==> src/rtl/load_counter_scheduler_pkg.sv <==
// Shared types and helpers for the round-robin load-counter scheduler.
// No logic of its own; state encoding plus the ID-width helper.
// No backpressure here; consumers import and use the definitions.
package load_sched_pkg;

  // Session phases: accept in IDLE, strobe the counter in LOAD,
  // watch Count in RUN, signal completion in DONE.
  typedef enum logic [1:0] {
    IDLE = 2'd0,
    LOAD = 2'd1,
    RUN  = 2'd2,
    DONE = 2'd3
  } state_t;

  // Width of a requester index; never below one bit.
  function automatic int id_width(input int n);
    return (n > 1) ? $clog2(n) : 1;
  endfunction

endpackage

==> src/rtl/load_counter_scheduler_if.sv <==
// Bundles the requester handshake and the counter port of the scheduler.
// Wires only, so it adds no latency.
// Backpressure is carried by Req_Ready, which is driven by the scheduler.
interface load_counter_scheduler_if
  import load_sched_pkg::*;
#(
  parameter int WIDTH   = 4,
  parameter int NUM_REQ = 4
);
  localparam int ID_W = id_width(NUM_REQ);

  logic [NUM_REQ-1:0]       Req_Valid;
  logic [NUM_REQ-1:0]       Req_Ready;
  logic [NUM_REQ*WIDTH-1:0] Req_Start;
  logic [NUM_REQ*WIDTH-1:0] Req_Stop;
  logic [NUM_REQ-1:0]       Done_Valid;
  logic                     Busy;
  logic [ID_W-1:0]          Grant_Id;
  logic                     Load_Value_Valid;
  logic [WIDTH-1:0]         Load_Value;
  logic [WIDTH-1:0]         Count;

  // Environment side: requesters plus the shared counter.
  modport master (
    output Req_Valid, Req_Start, Req_Stop, Count,
    input  Req_Ready, Done_Valid, Busy, Grant_Id, Load_Value_Valid, Load_Value
  );

  // Scheduler side.
  modport slave (
    input  Req_Valid, Req_Start, Req_Stop, Count,
    output Req_Ready, Done_Valid, Busy, Grant_Id, Load_Value_Valid, Load_Value
  );

endinterface

==> src/rtl/load_counter_scheduler_rr_arbiter.sv <==
// One-hot round-robin pick; the search starts just above the last winner.
// Purely combinational, zero latency.
// No backpressure; the grant is all-zero when nothing is requested.
module rr_arbiter
  import load_sched_pkg::*;
#(
  parameter  int NUM_REQ = 4,
  localparam int ID_W    = id_width(NUM_REQ)
) (
  input  logic [NUM_REQ-1:0] i_req,
  input  logic [ID_W-1:0]    i_last_grant,
  output logic [NUM_REQ-1:0] o_grant
);

  logic [NUM_REQ-1:0] w_mask;
  logic [NUM_REQ-1:0] w_masked;
  logic [NUM_REQ-1:0] w_pool;

  // Requesters strictly above the last winner get the first look.
  always_comb begin
    w_mask = '0;
    for (int i = 0; i < NUM_REQ; i++) begin
      w_mask[i] = (i > int'(i_last_grant));
    end
  end

  assign w_masked = i_req & w_mask;
  // Nothing above the pointer: wrap around to the full request set.
  assign w_pool   = (|w_masked) ? w_masked : i_req;
  // Isolate the lowest set bit of the chosen pool.
  assign o_grant  = w_pool & (~w_pool + NUM_REQ'(1));

endmodule

==> src/rtl/load_counter_scheduler.sv <==
// Shares one loadable up-counter among round-robin requesters, one session at a time.
// Session = accept, one load cycle, (stop-start mod 2^WIDTH)+1 run cycles, one done cycle.
// Only one request is accepted, and only in IDLE; the others stay pending on Req_Valid.
module load_counter_scheduler
  import load_sched_pkg::*;
#(
  parameter  int WIDTH   = 4,
  parameter  int NUM_REQ = 4,
  localparam int ID_W    = id_width(NUM_REQ)
) (
  input logic Clk,
  input logic Rst_l,
  load_counter_scheduler_if.slave bus
);

  state_t             r_state;
  state_t             w_state_nxt;
  logic [ID_W-1:0]    r_last_grant;
  logic [ID_W-1:0]    r_id_q;
  logic [ID_W-1:0]    w_pick_id;
  logic [WIDTH-1:0]   r_stop_q;
  logic [WIDTH-1:0]   r_load_value;
  logic [WIDTH-1:0]   w_pick_start;
  logic [WIDTH-1:0]   w_pick_stop;
  logic [NUM_REQ-1:0] w_arb_grant;
  logic [NUM_REQ-1:0] w_ready;
  logic [NUM_REQ-1:0] w_done_onehot;
  logic [NUM_REQ-1:0] r_done_valid;
  logic               w_accept;
  logic               w_hit;
  logic               r_busy;
  logic               r_load_valid;

  rr_arbiter #(.NUM_REQ(NUM_REQ)) u_arb (
    .i_req        (bus.Req_Valid),
    .i_last_grant (r_last_grant),
    .o_grant      (w_arb_grant)
  );

  assign w_ready       = (r_state == IDLE) ? w_arb_grant : '0;
  assign w_accept      = |(bus.Req_Valid & w_ready);
  // Exact-width equality, so a stop below start is reached after the wrap.
  assign w_hit         = (bus.Count == r_stop_q);
  assign w_done_onehot = NUM_REQ'(1) << r_id_q;

  // Encode the winner and pull its start/stop slices off the packed buses.
  always_comb begin
    w_pick_id    = '0;
    w_pick_start = '0;
    w_pick_stop  = '0;
    for (int i = 0; i < NUM_REQ; i++) begin
      if (w_arb_grant[i]) begin
        w_pick_id    = ID_W'(i);
        w_pick_start = bus.Req_Start[i*WIDTH +: WIDTH];
        w_pick_stop  = bus.Req_Stop[i*WIDTH +: WIDTH];
      end
    end
  end

  // Session sequencing.
  always_comb begin
    w_state_nxt = r_state;
    case (r_state)
      IDLE:    if (w_accept) w_state_nxt = LOAD;
      LOAD:    w_state_nxt = RUN;
      RUN:     if (w_hit) w_state_nxt = DONE;
      DONE:    w_state_nxt = IDLE;
      default: w_state_nxt = IDLE;
    endcase
  end

  // State, captured session parameters and the round-robin pointer.
  always_ff @(posedge Clk or negedge Rst_l) begin
    if (!Rst_l) begin
      r_state      <= IDLE;
      r_last_grant <= ID_W'(NUM_REQ - 1);
      r_id_q       <= '0;
      r_stop_q     <= '0;
    end else begin
      r_state <= w_state_nxt;
      if ((r_state == IDLE) && w_accept) begin
        r_id_q   <= w_pick_id;
        r_stop_q <= w_pick_stop;
      end
      // The pointer only moves on completion, so an aborted session leaves it alone.
      if (r_state == DONE) begin
        r_last_grant <= r_id_q;
      end
    end
  end

  // Outputs are registered from the next state so they line up with the state they describe.
  // The start value is captured straight into the load register; it is only needed in LOAD.
  always_ff @(posedge Clk or negedge Rst_l) begin
    if (!Rst_l) begin
      r_busy       <= 1'b0;
      r_load_valid <= 1'b0;
      r_load_value <= '0;
      r_done_valid <= '0;
    end else begin
      r_busy       <= (w_state_nxt != IDLE);
      r_load_valid <= (w_state_nxt == LOAD);
      r_load_value <= (w_state_nxt == LOAD) ? w_pick_start : '0;
      r_done_valid <= (w_state_nxt == DONE) ? w_done_onehot : '0;
    end
  end

  assign bus.Req_Ready        = w_ready;
  assign bus.Done_Valid       = r_done_valid;
  assign bus.Busy             = r_busy;
  assign bus.Grant_Id         = r_id_q;
  assign bus.Load_Value_Valid = r_load_valid;
  assign bus.Load_Value       = r_load_value;

endmodule

==> src/flat_wrapper.sv <==
// flat-port wrapper written by rule: the top's interface ports become plain ports
module load_counter_scheduler_flat import load_sched_pkg::*;
#(
  parameter  int WIDTH   = 4,
  parameter  int NUM_REQ = 4,
  localparam int ID_W    = id_width(NUM_REQ)
)
  (Clk, Rst_l, bus_Req_Valid, bus_Req_Start, bus_Req_Stop, bus_Count, bus_Req_Ready, bus_Done_Valid, bus_Busy, bus_Grant_Id, bus_Load_Value_Valid, bus_Load_Value);
  load_counter_scheduler_if #(.WIDTH(WIDTH), .NUM_REQ(NUM_REQ)) bus_i ();
  input logic Clk;
  input logic Rst_l;
  input wire logic [$bits(bus_i.Req_Valid)-1:0] bus_Req_Valid;
  input wire logic [$bits(bus_i.Req_Start)-1:0] bus_Req_Start;
  input wire logic [$bits(bus_i.Req_Stop)-1:0] bus_Req_Stop;
  input wire logic [$bits(bus_i.Count)-1:0] bus_Count;
  output wire logic [$bits(bus_i.Req_Ready)-1:0] bus_Req_Ready;
  output wire logic [$bits(bus_i.Done_Valid)-1:0] bus_Done_Valid;
  output wire logic [$bits(bus_i.Busy)-1:0] bus_Busy;
  output wire logic [$bits(bus_i.Grant_Id)-1:0] bus_Grant_Id;
  output wire logic [$bits(bus_i.Load_Value_Valid)-1:0] bus_Load_Value_Valid;
  output wire logic [$bits(bus_i.Load_Value)-1:0] bus_Load_Value;
  assign bus_i.Req_Valid = bus_Req_Valid;
  assign bus_i.Req_Start = bus_Req_Start;
  assign bus_i.Req_Stop = bus_Req_Stop;
  assign bus_i.Count = bus_Count;
  assign bus_Req_Ready = bus_i.Req_Ready;
  assign bus_Done_Valid = bus_i.Done_Valid;
  assign bus_Busy = bus_i.Busy;
  assign bus_Grant_Id = bus_i.Grant_Id;
  assign bus_Load_Value_Valid = bus_i.Load_Value_Valid;
  assign bus_Load_Value = bus_i.Load_Value;
  load_counter_scheduler #(.WIDTH(WIDTH), .NUM_REQ(NUM_REQ)) u_core (.Clk(Clk), .Rst_l(Rst_l), .bus(bus_i));
endmodule
==> config.mk <==
export PLATFORM = sky130hd
export DESIGN_NAME = load_counter_scheduler_flat
export DESIGN_NICKNAME = d
export VERILOG_FILES = /design/src/rtl/load_counter_scheduler_pkg.sv /design/src/rtl/load_counter_scheduler_if.sv /design/src/rtl/load_counter_scheduler_rr_arbiter.sv /design/src/rtl/load_counter_scheduler.sv /design/src/flat_wrapper.sv
export SDC_FILE = /design/constraint.sdc
export NUM_CORES = 1
export LEC_CHECK = 0
export CAP_MARGIN = 20
export CORE_MARGIN = 5
export CORE_UTILIZATION = 41
export DETAILED_ROUTE_END_ITERATION = 7
export PLACE_DENSITY = 0.79
export SLEW_MARGIN = 0
export SYNTH_ARGS = -nofsm -noshare
export SYNTH_HDL_FRONTEND = slang
export SYNTH_HIERARCHICAL = 1
export SYNTH_SLANG_ARGS = --single-unit
==> constraint.sdc <==
create_clock -name Clk -period 2.2 [get_ports Clk]
set_input_delay 0.33 -clock Clk [delete_from_list [all_inputs] [get_ports Clk]]
set_output_delay 0.33 -clock Clk [all_outputs]
set_load 0.03 [all_outputs]
### Word-level counts from Yosys, hierarchy flattened

Cells that the tools add are included.

* register bits after elaboration: 20
* latch bits: 0
* RAM bits: 0
* bits in read-only memories: 0
* output and inout bits: 16
* logic and storage cells: 46
* memories: 0

* add/sub/neg operators: 1
* multipliers: 0
* divide/modulo/power cells: 0
* magnitude comparators: 3
* equality and inequality tests: 6
* shift operators: 1
* muxes and demuxes: 18
* bitwise gates (word level): 4
* reduce and logical (&&, ||, !) cells: 5

Operators by type and width (count)
* 4-bit 2-to-1 mux: 12
* 4-bit AND: 3
* 2-bit 2-to-1 mux: 4
* 2-bit case mux with 4 select lines: 1
* 4-bit OR reduction: 2
* 2-bit == test (second input constant): 3
* 4-bit by 1-bit adder with 4-bit output (second input constant): 1
* 2-bit by 1-bit == test with 1-bit output (second input constant): 2
* 4-bit == test: 1
* 2-bit greater-than comparator (first input constant): 2
* 4-bit NOT: 1
* 1-bit by 2-bit left shift with 4-bit output (first input constant): 1
* 1-bit by 2-bit greater-than comparator with 1-bit output (first input constant): 1
* 2-bit logical NOT: 1
* 2-bit nonzero test: 1
* 1-bit logical AND: 1
* 1-bit 2-to-1 mux: 1

### Longest topological paths before layout

Gate-level depths: netlist of run 1.

* word-level depth: 14
* gate-level depth with buffers: 9

### Modules after synthesis

Netlist of run 1, hierarchy kept.

Modules (own cells, without submodules)
* load_counter_scheduler: instances 1, cells each 107, area an instance 1188.6 um^2, sequential area each 503.0 um^2
* rr_arbiter: instances 1, cells each 16, area an instance 97.6 um^2, sequential area each 0.0 um^2

### Worst setup path after synthesis of run 1

OpenSTA, ideal clock, no wires.

* kind: register to output
* start: register u_core.r_last_grant[1]
* end: output port bus_Req_Ready[3]
* arrival time: 1.766 ns
* required time: 1.870 ns
* slack: 0.104 ns
* cell stages (with the launch flop): 7
* buffers on the path: 2
* cell sequence: dfstp_2 -> inv_2 -> o21ai_0 -> o211a_1 -> buf_2 -> buf_1 -> and2_1

* longest elaborated chain between the ends: 8

Ends and longest elaborated chain
* start: declaration: line load_counter_scheduler.sv:18 `logic [ID_W-1:0] r_last_grant;`
* start signal: assignment: line load_counter_scheduler.sv:76 `r_last_grant <= ID_W'(NUM_REQ - 1);`
* start signal: assignment: line load_counter_scheduler.sv:87 `r_last_grant <= r_id_q;`
* 1-bit by 2-bit greater-than comparator with 1-bit output / 2-bit greater-than comparator (equally long branches): line load_counter_scheduler_rr_arbiter.sv:23 `w_mask[i] = (i > int'(i_last_grant));`
* 4-bit AND (*): line load_counter_scheduler_rr_arbiter.sv:27 `assign w_masked = i_req & w_mask;`
* 4-bit OR reduction: line load_counter_scheduler_rr_arbiter.sv:29 `assign w_pool = (|w_masked) ? w_masked : i_req;`
* 4-bit 2-to-1 mux (*): line load_counter_scheduler_rr_arbiter.sv:29
* 4-bit NOT: line load_counter_scheduler_rr_arbiter.sv:31 `assign o_grant = w_pool & (~w_pool + NUM_REQ'(1));`
* 4-bit by 1-bit adder with 4-bit output: line load_counter_scheduler_rr_arbiter.sv:31
* 4-bit AND (*): line load_counter_scheduler_rr_arbiter.sv:31
* via u_core.w_arb_grant[3]: line load_counter_scheduler.sv:25 `logic [NUM_REQ-1:0] w_arb_grant;`
* 4-bit 2-to-1 mux (*): line load_counter_scheduler.sv:40 `assign w_ready = (r_state == IDLE) ? w_arb_grant : '0;`
* end: declaration: line flat_wrapper.sv:16 `output wire logic [$bits(bus_i.Req_Ready)-1:0] bus_Req_Ready;`

The timed path passes the listed nets; every way through them passes the cells marked *.

### Worst setup path in the final report of run 1

Ends and elaborated chain as after synthesis.

==> results of run 1 <==
power breakdown:
| part | switching [mW] | total, mW | internal (mW) |
|---|---|---|---|
| clock | 0.112 | 0.297 | 0.184 |
| combinational | 0.720 | 1.39 | 0.667 |
| sequential | 0.111 | 0.609 | 0.498 |
through the flow:
stage,hold WS [ns],total power [mW],instance area [um2],TNS (ns)
final,0.3641,2.292,2092,0
after global routing,0.3907,2.446,2092,-0.02563
after CTS,0.3710,2.253,2052,0
after detailed placement,0.5234,1.952,1998,-2.170
after global placement,0.5134,1.896,1998,-1.403
after floorplan,0.03441,1.497,1286,0
layout by cell type (no fill, tap or decap):
| cell type | netlist | layout |
|---|---|---|
| sky130_fd_sc_hd__o211a_1 | 2 | 2 |
| sky130_fd_sc_hd__o221a_2 | 1 | 1 |
| sky130_fd_sc_hd__bufinv_16 | 0 | 1 |
| sky130_fd_sc_hd__clkbuf_4 | 0 | 3 |
| sky130_fd_sc_hd__o21ai_0 | 12 | 10 |
| sky130_fd_sc_hd__a41oi_1 | 1 | 1 |
| sky130_fd_sc_hd__o22ai_2 | 0 | 1 |
| sky130_fd_sc_hd__nor3b_2 | 1 | 1 |
| sky130_fd_sc_hd__nand2b_2 | 1 | 1 |
| sky130_fd_sc_hd__buf_12 | 0 | 1 |
| sky130_fd_sc_hd__o311a_1 | 1 | 1 |
| sky130_fd_sc_hd__a22o_4 | 2 | 2 |
| sky130_fd_sc_hd__mux2i_1 | 1 | 1 |
| sky130_fd_sc_hd__o21a_1 | 1 | 1 |
| sky130_fd_sc_hd__ha_1 | 4 | 4 |
| sky130_fd_sc_hd__nor4bb_2 | 0 | 1 |
| sky130_fd_sc_hd__and2_1 | 4 | 4 |
| sky130_fd_sc_hd__inv_2 | 1 | 1 |
| sky130_fd_sc_hd__nor3_2 | 5 | 5 |
| sky130_fd_sc_hd__o21ai_4 | 1 | 1 |
| sky130_fd_sc_hd__o21ai_1 | 0 | 2 |
| sky130_fd_sc_hd__a21oi_1 | 10 | 10 |
| sky130_fd_sc_hd__dfstp_2 | 2 | 2 |
| sky130_fd_sc_hd__buf_4 | 0 | 23 |
| sky130_fd_sc_hd__nor2_1 | 5 | 5 |
| sky130_fd_sc_hd__nor4b_4 | 1 | 2 |
| sky130_fd_sc_hd__a22oi_1 | 13 | 13 |
| sky130_fd_sc_hd__xnor2_1 | 4 | 4 |
| sky130_fd_sc_hd__nand2_1 | 6 | 6 |
| sky130_fd_sc_hd__dfrtp_1 | 18 | 18 |
| sky130_fd_sc_hd__o22a_4 | 1 | 1 |
| sky130_fd_sc_hd__mux2_2 | 6 | 6 |
| sky130_fd_sc_hd__inv_1 | 8 | 8 |
| sky130_fd_sc_hd__buf_2 | 1 | 1 |
| sky130_fd_sc_hd__nor2b_2 | 0 | 1 |
| sky130_fd_sc_hd__clkdlybuf4s50_1 | 0 | 53 |
worst max-delay path by stage:
stage | end | slack (ns) | cells after the start
floorplan | bus_Req_Ready[3] | 0.10 | 6
global placement | bus_Req_Ready[1] | -0.14 | 5
detailed placement | bus_Req_Ready[1] | -0.18 | 5
CTS | u_core/r_stop_q[1]$_DFFE_PN0P_ | 0.04 | 8
global route | bus_Req_Ready[3] | -0.02 | 6
finish | bus_Req_Ready[3] | 0.06 | 6
metal layers:
layer  vias to the layer above  GRT usage  wire length, um
met2                        58     0.3342             1852
met3                         0    0.06463              364
met5                         -          0                0
li1                        600          -                -
met4                         0    0.02030                0
met1                       589     0.1833             1313
kinds of logic (layout without fill, tap and decap cells):
group / count (synthesis) / after routing / share of synthesized area
buffers and inverters: 16 / 91 / 0.06808
flip-flops: 20 / 20 / 0.3910
AND/OR/NAND/NOR: 26 / 26 / 0.1498
AO/OA/AOI/OAI: 46 / 46 / 0.2646
XOR/XNOR: 4 / 4 / 0.02723
adder cells (fa/ha/maj): 4 / 4 / 0.03891
multiplexers: 7 / 7 / 0.06031
sequential cells by signal (all words and copies together), names as in the netlist:
register / flops
u_core/bus.Done_Valid: 4
u_core/bus.Load_Value: 4
u_core/r_stop_q: 4
u_core/bus.Grant_Id: 2
u_core/r_last_grant: 2
u_core/r_state: 2
u_core/bus.Busy: 1
u_core/bus.Load_Value_Valid: 1
cell usage after synthesis, drive strengths merged (2+ instances only):
cell,instances,area [um2]
nand2,6,22.52
nor2,5,18.77
o21ai,13,76.33
nor3,5,50.05
nor4b,2,38.78
and2,4,25.02
inv,9,33.78
buf,6,50.04
a22o,2,35.03
ha,4,50.05
a22oi,13,97.59
o211a,2,20.02
xnor2,4,35.03
dfstp,2,52.55
mux2,6,67.56
a21oi,10,50.05
dfrtp,18,450.4
layout make-up:
cell class	count	area (um2)
Inverter	9	33.78
Multi-Input combinational cell	87	719.4
Clock buffer	3	22.52
Tap cell	44	55.05
Clock inverter	1	30.03
Fill cell	239	935.9
Timing Repair Buffer	78	728.2
Sequential cell	20	503.0
worst max-delay path, delay by kind of cell (launching register included):
| family | cells | cell delay (ns) |
|---|---|---|
| flip-flops | 1 | 0.63 |
| buffers and inverters | 3 | 0.39 |
| AO/OA/AOI/OAI | 2 | 0.38 |
| AND/OR/NAND/NOR | 1 | 0.12 |
timing repair:
action                     4_1_cts  5_1_grt
pin swaps                        0        1
cloned                           0        0
resized for setup                3        8
setup buffers                    0        3
setup endpoints to repair        1        8
==> flow_metrics.py, run 1 <==
metrics = {
    "cts": {
        "clk-insertion-delay-late_ns": 0.30,
        "hold_buffers": 0,
        "cts.sink_count": 20,
        "cts_max_level": 1,
        "cts-root-to-sink-buffers": 2,
        "cts.clk_slew.worst_paths_ns": 0.12,
        "clk_root_buf": "sky130_fd_sc_hd__clkbuf_4",
        "tritoncts_clock_tree": "yes",
        "tritoncts.num_buffers": 3,
    },
    "sta": {
        "rsz0062_at_grt": "yes",
        "achievable-frequency_mhz": 467.0,
        "fin_worst_skew_ns": 0.009373,
        "layout_min_cycle_time_ns": 2.142,
        "finalHoldViolCount": 0,
        "timing_max_transition_violations_final": 0,
        "worst_slew_pin_slew_ns": 0.4055,
        "setup_violations": 0,
        "final_worst_path_cycle_share": 0.9734,
        "finalWorstSetupSlack_ns": 0.05848,
        "maxSlewHeadroom": 0.7297,
    },
    "global_route": {
        "grt_use_total": 0.1738,
        "antenna_found_initial": 0,
        "grt_first_pass_wirelength_um": 6023,
        "grt_max_degree": 21,
        "grt_pass1_vias": 1372,
        "grt-ovfl-total": 0,
    },
    "cells_and_area": {
        "fin_nets": 245,
        "syn2layout_area_growth_pct": 62.65,
        "final_layout_size_suffix_gt1_frac": 0.2778,
        "layoutNonFillerInstCount": 242,
        "post-route-util": 0.6909,
        "diode_count": 0,
    },
    "route": {
        "post_detailed_routing_wire_length_um": 3529,
        "route.vias.total": 1247,
        "avgViaCountPerCell": 5.153,
        "drc": 0,
        "final_routed_wire_length_divided_by_cell_count_um": 14.58,
        "drt_pre_antenna_iters": 4,
        "iter_0_drt_violations": 50,
        "detail-route-antenna-nets": 0,
    },
    "setup_path": {
        "data_arrival_time_at_the_worst_slack_endpoint_ns": 1.81,
        "most_frequent_cell_on_the_critical_path": "sky130_fd_sc_hd__buf_4",
        "critical_path.endpoint_type": "output pin",
        "crit_chain": "inv_2 -> o22ai_2 -> o211a_1 -> buf_4 -> and2_1 -> buf_4",
        "worstSetupStartpointType": "flip-flop",
        "crit_start": "u_core/r_last_grant[1]$_DFFE_PN1N_",
        "worstReg2RegEnd": "u_core/r_stop_q[1]$_DFFE_PN0P_",
        "critical_path_class": "flip-flop to output pin",
        "cp_data_required_time_ns": 1.87,
        "critical_path.reg2reg.startpoint": "u_core/r_last_grant[1]$_DFFE_PN1N_",
        "reg2regPathDepth": 7,
        "highest_net_fanout_along_the_worst_path": 8,
        "ff2ff_setup_slack_ns": 0.10,
        "worst_path_max_delay_cell": "sky130_fd_sc_hd__dfstp_2",
        "slowest_delay_ns": 0.63,
    },
    "floorplanning": {
        "initial_core_utilization": 0.4248,
        "rows": 20,
        "chipHeight_um": 66.01,
        "die_area_um2": 4357,
        "floorplan.core_area_um2": 3028,
        "num_io_pins": 58,
        "fp.dieW_um": 66.01,
    },
    "placement": {
        "pre_cts_slack_ns": -0.1763,
        "hpwlAfterDp_um": 2877,
        "portBuffers": 57,
        "place.gp.congestion": 0.7942,
        "post-place-cells": 235,
    },
    "yosys": {
        "synth-edff-count": 0,
        "postSynthNetCount": 169,
        "post_synth_inst_count": 123,
        "asr_flop_ratio_synth": 1.000,
        "yosys_register_bits": 20,
        "yosysWarnings": 6,
        "post_synth.cell_area_avg_um2": 10.46,
        "sequential_share_of_the_synthesized_area": 0.3911,
        "ys_types": 35,
        "mappedNetlistArea_um2": 1286,
        "ys_dominant_reg_cell": "sky130_fd_sc_hd__dfrtp_1",
    },
    "power": {
        "vdd_ir_drop_max_v": 0.0006940,
        "leakage_nw": 0.8985,
        "cellPowerDensity_nw_per_um2": 1096,
    },
    "status": {
        "status": "finished, final reports clean",
    },
    "worst_hold_path": {
        "timing.hold.worst.class": "input port to asynchronous set/reset pin",
    },
    "flow_run": {
        "maxCapViolations": 0,
    },
}
(Power assumes the default switching activity.)
==> run 2: changes to the inputs <==
==> constraint.sdc (replaced) <==
create_clock -name Clk -period 2.2 [get_ports Clk]
set_input_delay 0.22 -clock Clk [delete_from_list [all_inputs] [get_ports Clk]]
set_output_delay 0.22 -clock Clk [all_outputs]
set_load 0.03 [all_outputs]
==> run 2 against run 1 <==
Against the previous run:
- maximum frequency up 2.7%
- setup slack better by 0.057 ns
- register-to-register slack better by 0.02 ns
- die area unchanged
- critical path type is now flip-flop to flip-flop
- non-clock buffer count down 10
- global-route usage down 1.3 points
- sequential cell count unchanged
- cell area down 5.2%
- first-iteration DRC count down 42%
- sequential power up 2%
- sequential share of layout area up 1.3 points
==> flow_metrics.py, run 2 (synthesized netlist as in run 1, its figures left out) <==
metrics = {
    "sta": {
        "finalWorstSetupSlack_ns": 0.1156,
        "whs_ns": 0.3905,
        "fin_worst_skew_ns": 0.004126,
        "final_worst_path_cycle_share": 0.9475,
        "timing_max_transition_violations_final": 0,
        "finalHoldViolCount": 0,
        "maxSlewHeadroom": 0.4374,
        "worst_slew_pin_slew_ns": 0.8413,
        "layout_min_cycle_time_ns": 2.084,
        "achievable-frequency_mhz": 479.8,
        "setup_violations": 0,
        "rsz0062_at_grt": "no",
    },
    "route": {
        "route.vias.total": 1202,
        "final_routed_wire_length_divided_by_cell_count_um": 14.49,
        "avgViaCountPerCell": 5.181,
        "drt_pre_antenna_iters": 4,
        "post_detailed_routing_wire_length_um": 3361,
        "drc": 0,
        "detail-route-antenna-nets": 0,
        "iter_0_drt_violations": 29,
    },
    "setup_path": {
        "path_depth": 6,
        "ff2ff_setup_slack_ns": 0.12,
        "cp_data_required_time_ns": 2.39,
        "critical_path.endpoint_type": "flip-flop",
        "critical_path.reg2reg.startpoint": "u_core/r_last_grant[1]$_DFFE_PN1N_",
        "worst_path_max_delay_cell": "sky130_fd_sc_hd__dfstp_2",
        "slowest_delay_ns": 0.63,
        "critical_path_class": "flip-flop to flip-flop",
        "data_arrival_time_at_the_worst_slack_endpoint_ns": 2.27,
        "crit_start": "u_core/r_last_grant[1]$_DFFE_PN1N_",
        "worstReg2RegEnd": "u_core/bus.Done_Valid[2]$_DFF_PN0_",
        "critPathCapture": "u_core/bus.Done_Valid[2]$_DFF_PN0_",
        "worstSetupStartpointType": "flip-flop",
        "highest_net_fanout_along_the_worst_path": 11,
        "cp.buffers_inverters": 0,
        "crit_chain": "nor2_1 -> o311a_1 -> a22o_4 -> o21ai_4 -> o22a_4 -> nor4bb_1",
        "path_delay_family": "compound AO/OA/AOI/OAI gates",
        "reg2regPathDepth": 6,
    },
    "flow_run": {
        "maxCapViolations": 0,
    },
    "power": {
        "vdd_ir_drop_max_v": 0.0005096,
        "cellPowerDensity_nw_per_um2": 1096,
        "leakage_nw": 0.8393,
    },
    "cts": {
        "cts-root-to-sink-buffers": 2,
        "tritoncts.num_buffers": 3,
        "post_cts.repair.setup_buffers": 0,
        "cts.clk_slew.worst_paths_ns": 0.11,
        "clk-insertion-delay-late_ns": 0.30,
        "cts.sink_count": 20,
        "tritoncts_clock_tree": "yes",
        "cts_max_level": 1,
        "hold_buffers": 0,
        "clk_root_buf": "sky130_fd_sc_hd__clkbuf_4",
    },
    "cells_and_area": {
        "final_layout_size_suffix_gt1_frac": 0.2287,
        "most-common-layout-cells": "53 x sky130_fd_sc_hd__clkdlybuf4s50_1, 18 x sky130_fd_sc_hd__dfrtp_1, 14 x sky130_fd_sc_hd__buf_4",
        "syn2layout_area_growth_pct": 54.18,
        "mostFrequentLayoutCell": "sky130_fd_sc_hd__clkdlybuf4s50_1",
        "fin_nets": 235,
        "diode_count": 0,
    },
    "floorplanning": {
        "chipHeight_um": 66.01,
        "floorplan.core_area_um2": 3028,
        "die_area_um2": 4357,
        "initial_core_utilization": 0.4248,
        "rows": 20,
        "fp.dieW_um": 66.01,
        "num_io_pins": 58,
    },
    "worst_hold_path": {
        "timing.hold.worst.class": "input port to asynchronous set/reset pin",
    },
    "global_route": {
        "grt_use_total": 0.1612,
        "grt-ovfl-total": 0,
        "grt_max_degree": 21,
        "grt_pass1_vias": 1295,
        "grt_first_pass_wirelength_um": 5533,
        "antenna_found_initial": 0,
    },
    "placement": {
        "place.gp.congestion": 0.9926,
        "pre_cts_slack_ns": -0.1063,
        "hpwlAfterDp_um": 2729,
        "portBuffers": 57,
    },
    "status": {
        "status": "finished, final reports clean",
    },
}
==> run 2: cell count changes in the layout (fill, tap and decap cells not counted), sizes merged <==
cell	before	now
buf	25	14
clkbuf	3	4
==> run 2: how the worst min path moves through the flow <==
stage / start / end
final: Rst_l / u_core/bus.Load_Value[0]$_DFF_PN0_
after floorplan: Rst_l / u_core/bus.Busy$_DFF_PN0_
after global placement: u_core/r_stop_q[2]$_DFFE_PN0P_ / u_core/r_stop_q[2]$_DFFE_PN0P_
after detailed placement: u_core/r_stop_q[0]$_DFFE_PN0P_ / u_core/r_stop_q[0]$_DFFE_PN0P_
after global routing: Rst_l / u_core/bus.Load_Value_Valid$_DFF_PN0_
after CTS: Rst_l / u_core/bus.Load_Value[0]$_DFF_PN0_
==> run 2: layout make-up <==
type                       instances  area, um2
clock buffer                       3      22.52
inverter                           9      33.78
clock inverter                     1      30.03
sequential                        20      503.0
tap                               44      55.05
timing repair buffer              68      640.6
multi-input combinational         87      698.2
fill                             247       1045
==> run 2: per-stage QoR <==
step / std cells / utilization / total power [mW] / TNS (ns) / cell area (um2)
3_5_place_dp: 228 / 0.6384 / 1.898 / -1.399 / 1933
2_1_floorplan: 123 / - / 1.497 / 0 / 1286
3_3_place_gp: 228 / 0.6384 / 1.849 / -0.6325 / 1933
4_1_cts: 232 / 0.6554 / 2.194 / 0 / 1984
6_report: 232 / 0.6550 / 2.174 / 0 / 1983
5_1_grt: 232 / 0.6550 / 2.324 / 0 / 1983
==> run 2: per-layer routing <==
| layer | part of all wire | vias up | global-route usage |
|---|---|---|---|
| li1 | - | 584 | - |
| met1 | 0.38 | 566 | 0.1695 |
| met2 | 0.52 | 50 | 0.3104 |
| met3 | 0.10 | 2 | 0.05782 |
| met4 | 0.0042 | 0 | 0.02284 |
| met5 | 0 | - | 0 |
==> run 2: what timing repair did <==
item,in CTS,in global routing
pin swaps,0,0
endpoints found under the setup margin,1,8
resized for setup,1,3
==> run 2: worst reg2reg max path: cells and delay by family, from the launching register on <==
kind               cells  cell delay (ns)
and+or+nand+nor        2             0.15
AOI/OAI and AO/OA      4             1.19
DFF                    1             0.63
==> run 2: where the power goes <==
group	switching [mW]	internal, mW
Sequential	0.123	0.499
Combinational	0.669	0.591
Clock	0.108	0.184
Total	0.900	1.27
==> run 3: changes to the inputs <==
--- a/config.mk
+++ b/config.mk
@@ -7,9 +7,10 @@
 export LEC_CHECK = 0
 export CAP_MARGIN = 20
 export CORE_MARGIN = 5
-export CORE_UTILIZATION = 41
+export CORE_UTILIZATION = 37
 export DETAILED_ROUTE_END_ITERATION = 7
-export PLACE_DENSITY = 0.79
+export PLACE_DENSITY = 0.75
+export SETUP_SLACK_MARGIN = 0.1
 export SLEW_MARGIN = 0
 export SYNTH_ARGS = -nofsm -noshare
 export SYNTH_HDL_FRONTEND = slang
==> constraint.sdc (replaced) <==
create_clock -name Clk -period 1.8 [get_ports Clk]
set_input_delay 0.18 -clock Clk [delete_from_list [all_inputs] [get_ports Clk]]
set_output_delay 0.18 -clock Clk [all_outputs]
set_load 0.03 [all_outputs]
==> run 3 against run 2 <==
Against the previous run:
- critical path type unchanged
- non-clock buffer count grew 19
- largest cell class is now buffers
- highest routed layer unchanged
- combinational power grew 64%
- the run now ends with setup timing left
- sequential power grew 22%
- cell area grew 16%
==> flow_metrics.py, run 3 (synthesized netlist as in run 1, its figures left out) <==
metrics = {
    "cells_and_area": {
        "final_layout_size_suffix_gt1_frac": 0.3894,
        "finalInstanceArea_um2": 2308,
        "most-common-layout-cells": "51 x sky130_fd_sc_hd__clkdlybuf4s50_1, 21 x sky130_fd_sc_hd__buf_4, 18 x sky130_fd_sc_hd__dfrtp_1",
        "post-route-util": 0.6864,
        "diode_count": 0,
        "layout.area.seq_um2": 503.0,
        "mostFrequentLayoutCell": "sky130_fd_sc_hd__clkdlybuf4s50_1",
        "multi_input_comb_area_um2": 824.5,
        "layoutNonFillerInstCount": 254,
        "fin_nets": 255,
        "final.fill_count": 264,
        "syn2layout_area_growth_pct": 79.47,
    },
    "cts": {
        "cts.sink_count": 20,
        "cts_max_level": 1,
        "clk_root_buf": "sky130_fd_sc_hd__clkbuf_4",
        "tritoncts.num_buffers": 3,
        "cts-root-to-sink-buffers": 2,
        "tritoncts_clock_tree": "yes",
        "clk-insertion-delay-late_ns": 0.30,
        "cts.clk_slew.worst_paths_ns": 0.11,
    },
    "floorplanning": {
        "chipHeight_um": 68.96,
        "floorplan.core_area_um2": 3363,
        "die_area_um2": 4755,
        "fp.dieW_um": 68.96,
        "rows": 21,
        "initial_core_utilization": 0.3824,
        "num_io_pins": 58,
    },
    "route": {
        "post_detailed_routing_wire_length_um": 3998,
        "drt_pre_antenna_iters": 4,
        "avgViaCountPerCell": 5.118,
        "final_routed_wire_length_divided_by_cell_count_um": 15.74,
        "detail-route-antenna-nets": 0,
        "route.vias.total": 1300,
        "iter_0_drt_violations": 52,
        "drc": 0,
    },
    "setup_path": {
        "cp.buffers_inverters": 2,
        "path_delay_family": "compound AO/OA/AOI/OAI gates",
        "critical_path_class": "flip-flop to flip-flop",
        "highest_net_fanout_along_the_worst_path": 7,
        "worstSetupStartpointType": "flip-flop",
        "critical_path.endpoint_type": "flip-flop",
        "crit_chain": "inv_4 -> o21ai_2 -> o211a_4 -> a22o_4 -> o21ai_4 -> buf_12 -> o22a_4 -> nor4b_4",
        "cp_data_required_time_ns": 2.02,
        "ff2ff_setup_slack_ns": -0.24,
        "slowest_delay_ns": 0.64,
        "data_arrival_time_at_the_worst_slack_endpoint_ns": 2.26,
        "worst_path_max_delay_cell": "sky130_fd_sc_hd__dfstp_2",
    },
    "global_route": {
        "grt_use_total": 0.1712,
        "grt_max_degree": 14,
        "antenna_found_initial": 0,
        "grt_pass1_vias": 1420,
        "grt-ovfl-total": 0,
        "grt_first_pass_wirelength_um": 6161,
    },
    "sta": {
        "maxSlewHeadroom": 0.7536,
        "rsz0062_at_grt": "yes",
        "final_worst_path_cycle_share": 1.135,
        "achievable-frequency_mhz": 489.6,
        "timing_max_transition_violations_final": 0,
        "setup_violations": 21,
        "totalNegativeSetupSlack_ns": -4.168,
        "worst_slew_pin_slew_ns": 0.3648,
        "finalHoldViolCount": 0,
        "whs_ns": 0.1310,
        "fin_worst_skew_ns": 0.0007787,
        "finalWorstSetupSlack_ns": -0.2423,
        "layout_min_cycle_time_ns": 2.042,
    },
    "power": {
        "vdd_ir_drop_max_v": 0.0009258,
        "leakage_nw": 0.9805,
        "cellPowerDensity_nw_per_um2": 1386,
    },
    "placement": {
        "portBuffers": 57,
        "placed_cell_area_um2": 1991,
        "place.gp.congestion": 0.7861,
        "post-place-cells": 237,
        "hpwlAfterDp_um": 2798,
    },
    "worst_hold_path": {
        "timing.hold.worst.class": "input port to asynchronous set/reset pin",
    },
    "status": {
        "status": "complete, but fails checks",
        "failed_checks": "setup timing",
    },
    "flow_run": {
        "maxCapViolations": 0,
    },
}
[run 3: final timing paths]
kind | endpoint | depth (start not counted) | startpoint
min in group Clk | u_core/r_stop_q[3]$_DFFE_PN0P_ | 1 | u_core/r_stop_q[3]$_DFFE_PN0P_
worst max register to register | u_core/bus.Done_Valid[0]$_DFF_PN0_ | 8 | u_core/r_last_grant[1]$_DFFE_PN1N_
worst max-delay path | u_core/bus.Done_Valid[0]$_DFF_PN0_ | 8 | u_core/r_last_grant[1]$_DFFE_PN1N_
worst min register to register | u_core/r_stop_q[3]$_DFFE_PN0P_ | 1 | u_core/r_stop_q[3]$_DFFE_PN0P_
max in group asynchronous | u_core/r_state[1]$_DFF_PN0_ | 2 | Rst_l
worst min-delay path | u_core/bus.Load_Value_Valid$_DFF_PN0_ | 1 | Rst_l
[run 3: metrics by stage]
| stage | worst slack [ns] | power (mW) |
|---|---|---|
| final | -0.2423 | 3.200 |
| after global routing | -0.3145 | 3.380 |
| after CTS | -0.2102 | 3.053 |
| after detailed placement | -0.4506 | 2.371 |
| after global placement | -0.3701 | 2.310 |
| after floorplan | -0.1728 | 1.840 |
[run 3: cell type report]
class | count | share of cell area
repair buffers | 87 | 0.3615
multi-input cells | 88 | 0.3572
flip-flops and latches | 20 | 0.2179
well taps | 46 | 0.02493
inverters | 9 | 0.01572
clock inverters | 1 | 0.01301
clock buffers | 3 | 0.009756
[run 3: repair_timing]
action | 4_1_cts | 5_1_grt
hold buffers | 0 | 0
resized for setup | 28 | 24
endpoints found under the setup margin | 23 | 21
cloned | 2 | 0
pin swaps | 9 | 4
buffers inserted | 10 | 1
[run 3: power breakdown]
group	internal, mW	switching [mW]
Sequential	0.609	0.152
Clock	0.225	0.140
Combinational	1.05	1.02
Total	1.88	1.32
[run 3: layer usage]
metal,up-vias,wire length (um),share of wire,global-route usage
met2,59,2106,0.53,0.3155
met4,0,44,0.011,0.02190
met5,-,0,0,0
met3,4,270,0.068,0.05511
li1,621,-,-,-
met1,616,1576,0.39,0.1964
